## config.mk

```make
export PLATFORM = sky130hd
export DESIGN_NAME = ooo_fetch_buffer
export DESIGN_NICKNAME = d
export VERILOG_FILES = /design/src/rtl/ooo_fetch_buffer.sv
export SDC_FILE = /design/constraint.sdc
export NUM_CORES = 1
export LEC_CHECK = 0
export BUFFER_PORTS_ARGS = -buffer_cell sky130_fd_sc_hd__buf_2
export CAP_MARGIN = 25
export CELL_PAD_IN_SITES_DETAIL_PLACEMENT = 0
export CELL_PAD_IN_SITES_GLOBAL_PLACEMENT = 1
export CORE_UTILIZATION = 45
export CTS_CLUSTER_DIAMETER = 60
export DETAILED_ROUTE_END_ITERATION = 12
export GPL_TIMING_DRIVEN = 1
export HOLD_SLACK_MARGIN = 0.06
export PLACE_DENSITY_LB_ADDON = 0.1
export SLEW_MARGIN = 5
export SYNTH_ARGS = -nofsm -noshare
export SYNTH_HDL_FRONTEND = slang
export SYNTH_SLANG_ARGS = --single-unit
```

## constraint.sdc

```tcl
create_clock -name CLK -period 5 [get_ports CLK]
set_input_delay 1 -clock CLK [delete_from_list [all_inputs] [get_ports CLK]]
set_output_delay 1 -clock CLK [all_outputs]
set_load 0.01 [all_outputs]
```

## src/rtl/ooo_fetch_buffer.sv

```systemverilog
// Fetch-to-decode instruction queue: a circular buffer of fetch packets with
// first-word fall-through head outputs and a synchronous flush for redirects.
module ooo_fetch_buffer #(
  parameter int DEPTH = 4,
  parameter int CNT_W = $clog2(DEPTH) + 1
) (
  input  logic             CLK,
  input  logic             nRST,
  input  logic             flush,
  input  logic             enq_valid,
  output logic             enq_ready,
  input  logic [31:0]      enq_pc,
  input  logic [31:0]      enq_pc4,
  input  logic [31:0]      enq_instr,
  input  logic             enq_prediction,
  input  logic             enq_mal_insn,
  input  logic             enq_fault_insn,
  output logic             deq_valid,
  input  logic             deq_ready,
  output logic [31:0]      deq_pc,
  output logic [31:0]      deq_pc4,
  output logic [31:0]      deq_instr,
  output logic             deq_prediction,
  output logic             deq_mal_insn,
  output logic             deq_fault_insn,
  output logic [CNT_W-1:0] count,
  output logic             full,
  output logic             empty
);

  localparam int PTR_W = (DEPTH > 1) ? $clog2(DEPTH) : 1;

  logic [31:0]      r_pc    [DEPTH];
  logic [31:0]      r_pc4   [DEPTH];
  logic [31:0]      r_instr [DEPTH];
  logic             r_pred  [DEPTH];
  logic             r_mal   [DEPTH];
  logic             r_fault [DEPTH];

  logic [PTR_W-1:0] r_wptr;
  logic [PTR_W-1:0] r_rptr;
  logic [CNT_W-1:0] r_count;

  logic             w_full;
  logic             w_empty;
  logic             w_enqFire;
  logic             w_deqFire;

  // Ready depends only on registered occupancy, so a full buffer stays closed
  // even when decode drains the head in the same cycle.
  assign w_full    = (r_count == CNT_W'(DEPTH));
  assign w_empty   = (r_count == '0);
  assign w_enqFire = enq_valid & ~w_full & ~flush;
  assign w_deqFire = ~w_empty & deq_ready & ~flush;

  assign enq_ready = ~w_full;
  assign deq_valid = ~w_empty;
  assign full      = w_full;
  assign empty     = w_empty;
  assign count     = r_count;

  // Empty buffer presents an all-zero head so stale packets never leak out.
  assign deq_pc         = w_empty ? 32'h0 : r_pc[r_rptr];
  assign deq_pc4        = w_empty ? 32'h0 : r_pc4[r_rptr];
  assign deq_instr      = w_empty ? 32'h0 : r_instr[r_rptr];
  assign deq_prediction = w_empty ? 1'b0  : r_pred[r_rptr];
  assign deq_mal_insn   = w_empty ? 1'b0  : r_mal[r_rptr];
  assign deq_fault_insn = w_empty ? 1'b0  : r_fault[r_rptr];

  always_ff @(posedge CLK) begin
    if (w_enqFire) begin
      r_pc[r_wptr]    <= enq_pc;
      r_pc4[r_wptr]   <= enq_pc4;
      r_instr[r_wptr] <= enq_instr;
      r_pred[r_wptr]  <= enq_prediction;
      r_mal[r_wptr]   <= enq_mal_insn;
      r_fault[r_wptr] <= enq_fault_insn;
    end
  end

  always_ff @(posedge CLK or negedge nRST) begin
    if (!nRST) begin
      r_wptr  <= '0;
      r_rptr  <= '0;
      r_count <= '0;
    end else if (flush) begin
      r_wptr  <= '0;
      r_rptr  <= '0;
      r_count <= '0;
    end else begin
      if (w_enqFire) r_wptr <= r_wptr + PTR_W'(1);
      if (w_deqFire) r_rptr <= r_rptr + PTR_W'(1);
      case ({w_enqFire, w_deqFire})
        2'b10:   r_count <= r_count + CNT_W'(1);
        2'b01:   r_count <= r_count - CNT_W'(1);
        default: r_count <= r_count;
      endcase
    end
  end

  countInRange: assert property (@(posedge CLK) disable iff (!nRST) r_count <= CNT_W'(DEPTH));

endmodule
```

==> qor.txt <==
=====================================================================================================
Fin worst setup slack                                                                        1.288 ns
Ordered cell list for the critical path                                                  buf_12, mux4_2, and2_1, buf_2
Vertical die dimension                                                                       187.9 um
Number of flops mapped to enable cells by yosys                                                   396
Post-synthesis share of cell area spent on full adders, half adders and majority gates        0.4505%
Fraction of synthesized cell area taken by the top area cell type                              76.45%
Min-delay worst type                                                                     input port to async pin
Clock Pin Slew Worst Setup and Hold Paths                                                     0.06 ns
Clock period minus worst slack                                                               3.712 ns
Yosys cell types                                                                                   37
Main combinational cell family by area after synthesis                                   multiplexers
Final-report setup violation count                                                                  0
Count of routing violations after the opening detailed-route iteration                            541
Worst skew pair latency                                                                       0.52 ns
GRT overflow                                                                                        0
Fmax                                                                                       0.2694 GHz
Wirelength, routed                                                                           30.44 mm
FP Rows                                                                                            67
Via-to-Cell Ratio                                                                               5.309
Worst ir drop on vdd                                                                        0.4248 mV
Kind of start point of the critical path                                                    flip-flop
Number of clock buffers inserted by TritonCTS                                                      42
Overall via count from detail_route                                                              7427
Flops & latches, synth                                                                            403
Number of sinks driven by the clock tree                                                          403
Dpl ws                                                                                       1.660 ns
Leakage                                                                                      6.279 nW
List of most frequent post-synthesis cells                                               edfxtp_1 (396), and2_1 (104), mux4_2 (99), clkbuf_1 (20), buf_6 (10)
Post-Route Setup TNS                                                                             0 ns
Final Net Count                                                                                  1028
Buffer depth of the longest clock path                                                              3
Share of cells above drive strength 1                                                          40.46%
Antenna violations before repair                                                                    6
Area overhead of the layout relative to synthesis                                              18.25%
Buffers on Ports                                                                                  209
Total iterations of the first detailed-routing run                                                  5
Yosys synthesis warning count                                                                       0
Post-synthesis average cell area                                                           22.32 um^2
Number of hold violations in the final report                                                       0
Max Cap Viol                                                                                        0
Period utilisation layout                                                                      74.24%
Maximum number of pins on one net before global-route repair                                       62
Number of buffers inserted for hold repair after clock tree synthesis                               0
Measured slew at the worst slew-check pin                                                    1.029 ns
Type of element capturing the critical path                                              primary output
Worst Path Buf+Inv                                                                                  2
Synth Area in Simple Gates                                                                     5.060%
Final cell count without fillers                                                                 1399
CTS Root Cell                                                                               clkbuf_16
P per Cell Area                                                                          505.5 nW/um^2
Nets in the synthesized netlist                                                                   806
Post-synthesis cell area                                                                   15550 um^2
Clock tree from TritonCTS                                                                         yes
DRC errors left                                                                                     0
Largest fanout of any net on the critical path                                                     37
Cells after synthesis                                                                             697
GP Congestion                                                                                  0.7139
Post-CTS setup buffer count                                                                         0
Number of global-route vias before repair                                                        8176
ANT nets after route                                                                                0
WL/cell                                                                                      21.76 um
Wire length of the first global-routing pass                                                 47.13 mm
Part of the Yosys area used for sequential elements                                            77.58%
Headroom to the max-slew limit                                                                 31.42%
Die outline area                                                                           35310 um^2
Worst endpoint required time                                                                  4.00 ns
Share of cell area taken by muxes after synthesis                                              14.47%
Status                                                                                      completed
# placed instances                                                                               1323
Async set-or-reset flop fraction in the synthesized netlist                                    1.737%
Most frequent cell after synthesis                                                           edfxtp_1
Arrival time at the worst endpoint                                                            2.71 ns
Fin Clk Skew                                                                               0.01005 ns
Most area-hungry cell type in the Yosys netlist                                              edfxtp_1
Xor/xnor cell area share of the yosys netlist                                                 0.1689%
Type of the worst setup path                                                             flip-flop to primary output
Worst path top cell family by delay                                                        flip-flops
Resize count post-CTS                                                                               0
Die width                                                                                    187.9 um
Worst hold slack after final layout                                                         0.3230 ns
DP HPWL                                                                                      17.88 mm
Global-route total usage across every layer                                                    17.68%
Initial core utilization                                                                       46.04%
Core region area                                                                           33780 um^2
RSZ-0062 raised after global routing                                                               no
Ranking of synthesized cells by area                                                     edfxtp_1 (76%), mux4_2 (14%), and2_1 (4.2%)
Flip-flop cell with the highest count after synthesis                                        edfxtp_1
Complex-gate fraction of the synthesized area                                                 0.6275%
Count of H-tree levels built during CTS                                                             2
Number of pins with negative max-slew slack in the final report                                     0
CP max stage delay                                                                            0.85 ns
Total I/O pin count                                                                               210
Cell with the largest stage delay on the worst path                                           dfrtp_4
=====================================================================================================
metal layers:
metal | GRT usage, % | vias to the layer above | wire length, um
li1 | - | 3290 | -
met1 | 22.15 | 3860 | 12400
met2 | 30.74 | 220 | 15500
met3 | 4.361 | 49 | 1963
met4 | 4.597 | 8 | 526
met5 | 0 | - | 51
path summary, 6_finish.rpt:
| check | start | to | slack, ns | depth (start not counted) |
|---|---|---|---|---|
| min | nRST | r_rptr[0]$_DFFE_PN0P_ | 0.32 | 1 |
| max in group asynchronous | nRST | r_rptr[1]$_DFFE_PN0P_ | 4.47 | 1 |
| max | r_rptr[0]$_DFFE_PN0P_ | deq_instr[7] | 1.29 | 4 |
| max reg2reg | count[2]$_DFFE_PN0P_ | r_pc[3][12]$_DFFE_PP_ | 2.11 | 5 |
| min in group CLK | r_wptr[1]$_DFFE_PN0P_ | r_wptr[1]$_DFFE_PN0P_ | 0.62 | 2 |
| min reg2reg | r_wptr[1]$_DFFE_PN0P_ | r_wptr[1]$_DFFE_PN0P_ | 0.62 | 2 |
stage by stage:
step	instance area (um^2)	utilization, %	power (mW)
finish	18390	54.44	9.298
floorplan	15550	-	5.652
global route	18390	54.43	9.734
CTS	18390	54.43	9.449
detailed placement	17110	50.65	6.567
global placement	17090	50.57	6.502
state kept, by name, indices dropped and copies added, names as in the netlist:
name	count
r_instr	128
r_pc4	128
r_pc	128
r_fault	4
r_mal	4
r_pred	4
count	3
r_rptr	2
r_wptr	2
cells in the final DEF (no fill, tap or decap), types with 5 or more instances in the layout:
| cell | netlist | routed |
|---|---|---|
| clkbuf_16 | 0 | 44 |
| and2_1 | 104 | 100 |
| dfrtp_1 | 7 | 5 |
| inv_1 | 6 | 6 |
| clkbuf_1 | 20 | 12 |
| clkinv_2 | 0 | 9 |
| edfxtp_1 | 396 | 396 |
| mux4_2 | 99 | 99 |
| buf_2 | 9 | 209 |
| buf_12 | 0 | 7 |
report_power, final:
part	internal (mW)	switching (mW)
sequential	3.88	0.163
combinational	1.16	1.22
clock	1.68	1.20
cell families (layout without fill, tap and decap cells):
family / Yosys count / after routing
buffers and inverters: 45 / 297
adders and majority gates: 5 / 5
DFF: 403 / 403
xor gates and xnor gates: 3 / 3
muxes: 101 / 101
other: 0 / 2
and+or+nand+nor: 125 / 125
AOI/OAI and AO/OA: 15 / 15
layout make-up:
cell class / instances / area [um^2]
antenna: 2 / 5.005
clock buffer: 57 / 1160
clock inverter: 17 / 115.1
fill: 2640 / 15390
inverter: 6 / 22.52
multi-input combinational: 249 / 3242
sequential: 403 / 12070
tap: 448 / 560.5
timing repair buffer: 217 / 1214
(Power assumes the default switching activity.)
